### src/rtl/int_log_seq.sv
// Sequential integer logarithm: finds the largest e with a^e <= x by
// multiplying an accumulator by the base once per clock.
module int_log_seq #(
  parameter int BASE_W = 10,
  parameter int VAL_W  = 12,
  parameter int EXP_W  = 10
) (
  input  logic              clk,
  input  logic              rst_n,
  input  logic              start,
  input  logic [BASE_W-1:0] a,
  input  logic [VAL_W-1:0]  x,
  output logic              busy,
  output logic              done,
  output logic [EXP_W-1:0]  result,
  output logic              exact,
  output logic              err
);

  localparam int PW = VAL_W + BASE_W;

  localparam logic [0:0] S_IDLE = 1'b0;
  localparam logic [0:0] S_RUN  = 1'b1;

  logic [0:0]        state;
  logic [BASE_W-1:0] a_q;
  logic [VAL_W-1:0]  x_q;
  logic [VAL_W-1:0]  acc;
  logic [EXP_W-1:0]  cnt;
  logic [PW-1:0]     p;

  // Full-width product so the overshoot past x_q is never lost to truncation
  assign p    = PW'(acc) * PW'(a_q);
  assign busy = (state == S_RUN);

  always_ff @(posedge clk or negedge rst_n) begin
    if (!rst_n) begin
      state  <= S_IDLE;
      done   <= 1'b0;
      result <= '0;
      exact  <= 1'b0;
      err    <= 1'b0;
      a_q    <= '0;
      x_q    <= '0;
      acc    <= '0;
      cnt    <= '0;
    end else begin
      done <= 1'b0;
      case (state)
        S_IDLE: begin
          if (start) begin
            if (a < BASE_W'(2) || x == '0) begin
              done   <= 1'b1;
              err    <= 1'b1;
              result <= '0;
              exact  <= 1'b0;
            end else begin
              a_q   <= a;
              x_q   <= x;
              acc   <= VAL_W'(1);
              cnt   <= '0;
              err   <= 1'b0;
              exact <= 1'b0;
              state <= S_RUN;
            end
          end
        end
        S_RUN: begin
          // acc holds a^cnt <= x_q; stop once the next power overshoots
          if (p > PW'(x_q)) begin
            result <= cnt;
            exact  <= (acc == x_q);
            done   <= 1'b1;
            state  <= S_IDLE;
          end else begin
            acc <= p[VAL_W-1:0];
            cnt <= cnt + EXP_W'(1);
          end
        end
        default: state <= S_IDLE;
      endcase
    end
  end

endmodule

### config.mk
export PLATFORM = sky130hd
export DESIGN_NAME = int_log_seq
export DESIGN_NICKNAME = d
export VERILOG_FILES = /design/src/rtl/int_log_seq.sv
export SDC_FILE = /design/constraint.sdc
export NUM_CORES = 1
export LEC_CHECK = 0
export CORE_MARGIN = 2
export CORE_UTILIZATION = 23
export DETAILED_ROUTE_END_ITERATION = 16
export SLEW_MARGIN = 5
export SYNTH_ARGS = -nofsm -noshare
export SYNTH_HDL_FRONTEND = slang
export SYNTH_SLANG_ARGS = --single-unit
### constraint.sdc
create_clock -name clk -period 7.85 [get_ports clk]
set_clock_uncertainty 0.05 [all_clocks]
set_input_delay 0.785 -clock clk [delete_from_list [all_inputs] [get_ports clk]]
set_output_delay 0.785 -clock clk [all_outputs]
set_load 0.005 [all_outputs]
==> results.cfg, run 1 <==
[clock_network]
cts_made_buffers = 9
clk_path_buf_depth = 2
clockRootBuffer = clkbuf_16
hold_buffers = 0
cts_tree = done
insertion_delay_ps = 340
numClockSinks = 58
path_clk_slew_ps = 60
cts.htree.levels = 3

[synth]
syn_nets = 986
synth_ff_type = dfrtp_1
syn-instance-count = 813
synth_area_um2 = 7067
synth_edf_count = 0
synth.avg_cell_area_um2 = 8.692
yosysWarnings = 0
synth_async_sr_flop_share_pct = 100.0
ys_seq_area_share_pct = 20.54
ys_ff_latch = 58
yosys.cell_types.count = 57

[grt]
antenna_found_initial = 0
grtUsageTotal_pct = 11.62
gr-total-overflow = 0
grt_pass1_wl_mm = 29.40
grt_pass1_vias = 5533
grt_max_degree = 59

[timing]
layout_min_cycle_time_ps = 7422
max_slew.worst_pin.slew_ps = 1028
slew_headroom_pct = 31.32
setup_viol = 0
rsz0062_at_grt = no
timing.final.hold_violations = 0
fmax_ghz = 0.1347
timing.setup.tns_ps = 0
drv_slew = 0
fin_crit_sh_pct = 94.54

[critical_path]
reg2reg_to = cnt[6]
critPathLaunchType = flop
cp.arrival_ps = 7640
crit_path_end_kind = flop
r2r_slack_ps = 430
reg2reg_depth = 25
cp_slowest_stage_delay_ps = 570
crit_required_ps = 8060
crit-reg2reg-launch = a_q[6]
crit_slowest_cell = or4b_4
crit_path_max_fanout = 13
path_class = reg -> reg
critPathMostFrequentCell = fa_1

[worst_hold_path]
holdCritStartpoint = result[9]
hold_class = reg -> reg
hold_path_end = result[9]
min_path_cells = 1

[finish]
stdcell_count = 1231
final_nets = 1003
syn2layout_area_growth_pct = 16.24
fin_util_pct = 26.99
insertedDiodeCount = 0
drive_gt1_share_pct = 6.467

[place]
dp_hpwl_mm = 14.20
dp.cells = 1212
portBuffers = 38
gp_congestion = 0.9003

[routing]
dr.pass1.iters = 5
wl_mm = 17.57
initialDrtViolationCount = 386
via_per_inst = 4.542
ant_nets = 0
drcViolationCount = 0
wl_per_cell_um = 14.27
vias = 5591

[status]
status = finished, final reports clean

[flow_run]
maxCapViolCount = 0

[floorplan]
die_w_um = 179.3
core_um2 = 30430
dieHeight_um = 179.3
initial_utilization_pct = 23.22
rows = 64
die_area_um2 = 32140
io-pin-count = 39
per-stage QoR:
stage               worst slack, ps  cell area, µm²  hold WS (ps)
floorplan                     980.9            7067         421.9
finish                        428.3            8214         441.9
detailed placement            262.4            7843         433.9
CTS                           200.2            8169         445.9
global route                  32.06            8214         452.5
global placement              340.4            7843         430.7
registers in the layout, summed over array words and instances (netlist names):
name / count
done: 1
a_q: 10
err: 1
acc: 12
result: 10
cnt: 10
x_q: 12
exact: 1
busy: 1
per-layer routing:
metal  GRT usage [%]  wire length, µm  share of wire, %
met5               0                0                 0
met4           3.226              301               1.7
met3           1.590              550               3.1
met2           17.50             7903                45
met1           17.25             8815                50
worst max path at each step:
stage | startpoint | end | slack [ps] | depth (start not counted)
after floorplan | a_q[3] | cnt[6] | 980 | 26
after detailed placement | a_q[5] | cnt[6] | 260 | 25
after global routing | a_q[6] | cnt[6] | 30 | 25
final | a_q[6] | cnt[6] | 430 | 25
after global placement | a_q[6] | cnt[6] | 340 | 25
after CTS | a_q[5] | cnt[6] | 200 | 25
cell usage after synthesis (3+ instances only):
| library cell | instances | area share (%) |
|---|---|---|
| a32o_1 | 10 | 1.4 |
| a21boi_1 | 3 | 0.32 |
| a21oi_1 | 31 | 2.2 |
| nand4_1 | 9 | 0.80 |
| nand4b_1 | 3 | 0.37 |
| o21ai_0 | 32 | 2.3 |
| a21o_1 | 10 | 1.1 |
| xnor2_1 | 8 | 0.99 |
| nor4_1 | 9 | 0.80 |
| and3_1 | 6 | 0.53 |
| fa_1 | 78 | 22 |
| or3_1 | 8 | 0.71 |
| buf_2 | 7 | 0.50 |
| and2_1 | 71 | 6.3 |
| clkbuf_1 | 40 | 2.1 |
| nor3_1 | 11 | 0.78 |
| o31ai_1 | 3 | 0.32 |
| nor2b_1 | 4 | 0.35 |
| nand2_1 | 131 | 7.0 |
| ha_1 | 70 | 12 |
| xor2_1 | 16 | 2.0 |
| nor2_1 | 17 | 0.90 |
| o21a_1 | 3 | 0.32 |
| dfrtp_1 | 58 | 21 |
| nand3_1 | 34 | 2.4 |
| a211oi_1 | 4 | 0.42 |
| inv_1 | 100 | 5.3 |
critical path: cells and delay by family (launching register included):
kind	cells	cell delay [ps]
fa+ha+maj	7	3310
simple gates	8	2020
compound gates	5	1050
flops	1	510
buf+inv	4	210
xor+xnor	1	210
area by class of cell:
class | instances | area [µm²]
Inverter | 100 | 375.4
Fill cell | 3262 | 22220
Timing Repair Buffer | 54 | 495.5
Clock buffer | 9 | 225.2
Multi-Input combinational cell | 607 | 5055
Sequential cell | 58 | 1466
Clock inverter | 7 | 101.3
Tap cell | 396 | 495.5
timing repair:
| action | in CTS | in global routing |
|---|---|---|
| resized for setup | 0 | 13 |
| setup endpoints to repair | 0 | 9 |
| endpoints found under the hold margin | 0 | 0 |
| setup buffers | 0 | 3 |
cells by family after synthesis:
logic type,after synthesis,share of synthesized area [%]
AND/OR/NAND/NOR,314,22.38
buffers and inverters,148,8.038
adder cells (fa/ha/maj),148,34.49
AO/OA/AOI/OAI,121,11.58
flip-flops,58,20.54
XOR/XNOR,24,2.974
placed cells by master (no fill, tap or decap), types with 4 or more instances in the layout:
cell,instances
nand4_1,9
nor3_1,11
nor4_1,9
nand3_1,34
clkdlybuf4s50_1,37
and2_1,71
xnor2_1,7
dfrtp_1,46
dfrtp_2,12
a211oi_1,4
xor2_1,16
nor2b_1,4
buf_4,16
o21ai_0,32
fa_1,78
and3_1,6
inv_1,100
ha_1,70
or3_1,8
clkbuf_16,9
a21o_1,10
a32o_1,10
a21oi_1,31
nand2_1,131
nor2_1,17
Power of run 1 is not shown: default switching activity piles up to over one toggle a cycle in this logic, so the estimate is an artifact.
==> run 2: changes to the inputs <==
--- a/config.mk
+++ b/config.mk
@@ -5,9 +5,11 @@
 export SDC_FILE = /design/constraint.sdc
 export NUM_CORES = 1
 export LEC_CHECK = 0
+export CORE_ASPECT_RATIO = 1.2
 export CORE_MARGIN = 2
-export CORE_UTILIZATION = 23
+export CORE_UTILIZATION = 62
 export DETAILED_ROUTE_END_ITERATION = 16
+export PLACE_DENSITY = 0.82
 export SLEW_MARGIN = 5
 export SYNTH_ARGS = -nofsm -noshare
 export SYNTH_HDL_FRONTEND = slang
==> run 2 against run 1 <==
Net effect:
- utilization up 44 points
- cell count decreased by 20%
- fmax about the same
- sequential share of layout area is 0.90 points higher
- count of clock-buffer cells in the layout stayed put
- register-to-register slack is essentially flat
- hold slack lost 3.4 ps
- non-clock buffer count decreased by 8
- critical path depth stayed put
- critical path type unchanged
- largest cell class unchanged
==> results.cfg, run 2 (synthesized netlist as in run 1, its figures left out) <==
[routing]
initialDrtViolationCount = 456
ant_nets = 0
via_per_inst = 5.965
drcViolationCount = 0
dr.pass1.iters = 5
wl_per_cell_um = 17.96
wl_mm = 17.62
vias = 5852

[finish]
insertedDiodeCount = 0
fin_util_pct = 70.66
final_common_cell = nand2_1
syn2layout_area_growth_pct = 10.87
final_nets = 995
reg_top3 = acc (12), x_q (12)
drive_gt1_share_pct = 5.925
final_cell_mix = 131 x nand2_1, 100 x inv_1, 78 x fa_1, 71 x and2_1, 70 x ha_1
fillers = 842
stdcell_area_um2 = 7835

[place]
dp_hpwl_mm = 13.49
gp_congestion = 0.9595
portBuffers = 38
placed_area_um2 = 7502

[critical_path]
crit_buf_inv = 3
critPathLaunchType = flop
crit_required_ps = 8060
cp.arrival_ps = 7630
path_class = reg -> reg
cp_top_family = adder cells
crit_path_max_fanout = 14
crit_slowest_cell = or4b_4
crit_path_end_kind = flop
cp_slowest_stage_delay_ps = 580
critPathMostFrequentCell = fa_1

[clock_network]
cts_tree = done
clk_path_buf_depth = 2
clockRootBuffer = clkbuf_16
insertion_delay_ps = 340
numClockSinks = 58
hold_buffers = 0
path_clk_slew_ps = 60
cts.htree.levels = 3
cts_made_buffers = 9

[timing]
fmax_ghz = 0.1347
layout_min_cycle_time_ps = 7425
whs_ps = 438.5
timing.final.hold_violations = 0
fin_crit_sh_pct = 94.58
timing.setup.tns_ps = 0
drv_slew = 0
setup_viol = 0
max_slew.worst_pin.slew_ps = 1042
rsz0062_at_grt = no
slew_headroom_pct = 30.39

[floorplan]
dieHeight_um = 121.0
core_um2 = 11090
die_area_um2 = 12270
initial_utilization_pct = 63.73
die_w_um = 101.5
io-pin-count = 39
rows = 42

[flow_run]
maxCapViolCount = 0

[grt]
gr-total-overflow = 0
grt_pass1_vias = 6251
grt_pass1_wl_mm = 30.36
antenna_found_initial = 0
grt_max_degree = 59
grtUsageTotal_pct = 31.74

[worst_hold_path]
hold_class = reg -> reg

[status]
status = finished, final reports clean
==> run 2: final cells by class <==
class / instances / area, µm² / share of cell area, %
Clock buffer: 9 / 225.2 / 2.874
Clock inverter: 7 / 78.83 / 1.006
Inverter: 100 / 375.4 / 4.791
Multi-Input combinational cell: 607 / 5059 / 64.56
Sequential cell: 58 / 1469 / 18.75
Tap cell: 154 / 192.7 / 2.459
Timing Repair Buffer: 46 / 435.4 / 5.557
==> run 2: stage by stage <==
step	setup slack [ps]	std cells
global route	4.852	981
floorplan	980.9	813
global placement	433.4	965
finish	425.3	981
detailed placement	274.3	965
CTS	233.1	981
==> run 2: final timing paths <==
| kind | from | end | slack (ps) | cells past startpoint |
|---|---|---|---|---|
| setup / recovery | acc[4] | cnt[6] | 430 | 25 |
| hold / removal | result[0] | result[0] | 440 | 1 |
| setup reg to reg | acc[4] | cnt[6] | 430 | 25 |
| hold reg to reg | result[0] | result[0] | 440 | 1 |
| max in group asynchronous | rst_n | a_q[2] | 6650 | 2 |
| min in group asynchronous | rst_n | result[5] | 540 | 2 |
==> run 2: layer usage <==
metal,part of all wire [%],GRT usage (%),up-vias
li1,-,-,2689
met1,39,39.30,2881
met2,51,53.85,220
met3,5.9,6.048,62
met4,4.1,13.43,0
met5,0,0,-
==> run 2: timing repair <==
action / 4_1_cts / 5_1_grt
endpoints found under the setup margin: 0 / 17
gates resized for setup: 0 / 16
setup buffers: 0 / 0
==> run 2: worst register-to-register path: cells and delay by family (launching register included) <==
| kind | cells | cell delay, ps |
|---|---|---|
| compound gates | 7 | 1460 |
| xor+xnor | 1 | 160 |
| fa+ha+maj | 7 | 3140 |
| buf+inv | 3 | 170 |
| flops | 1 | 560 |
| simple gates | 7 | 1840 |
Power of run 2 is left out for the same reason.
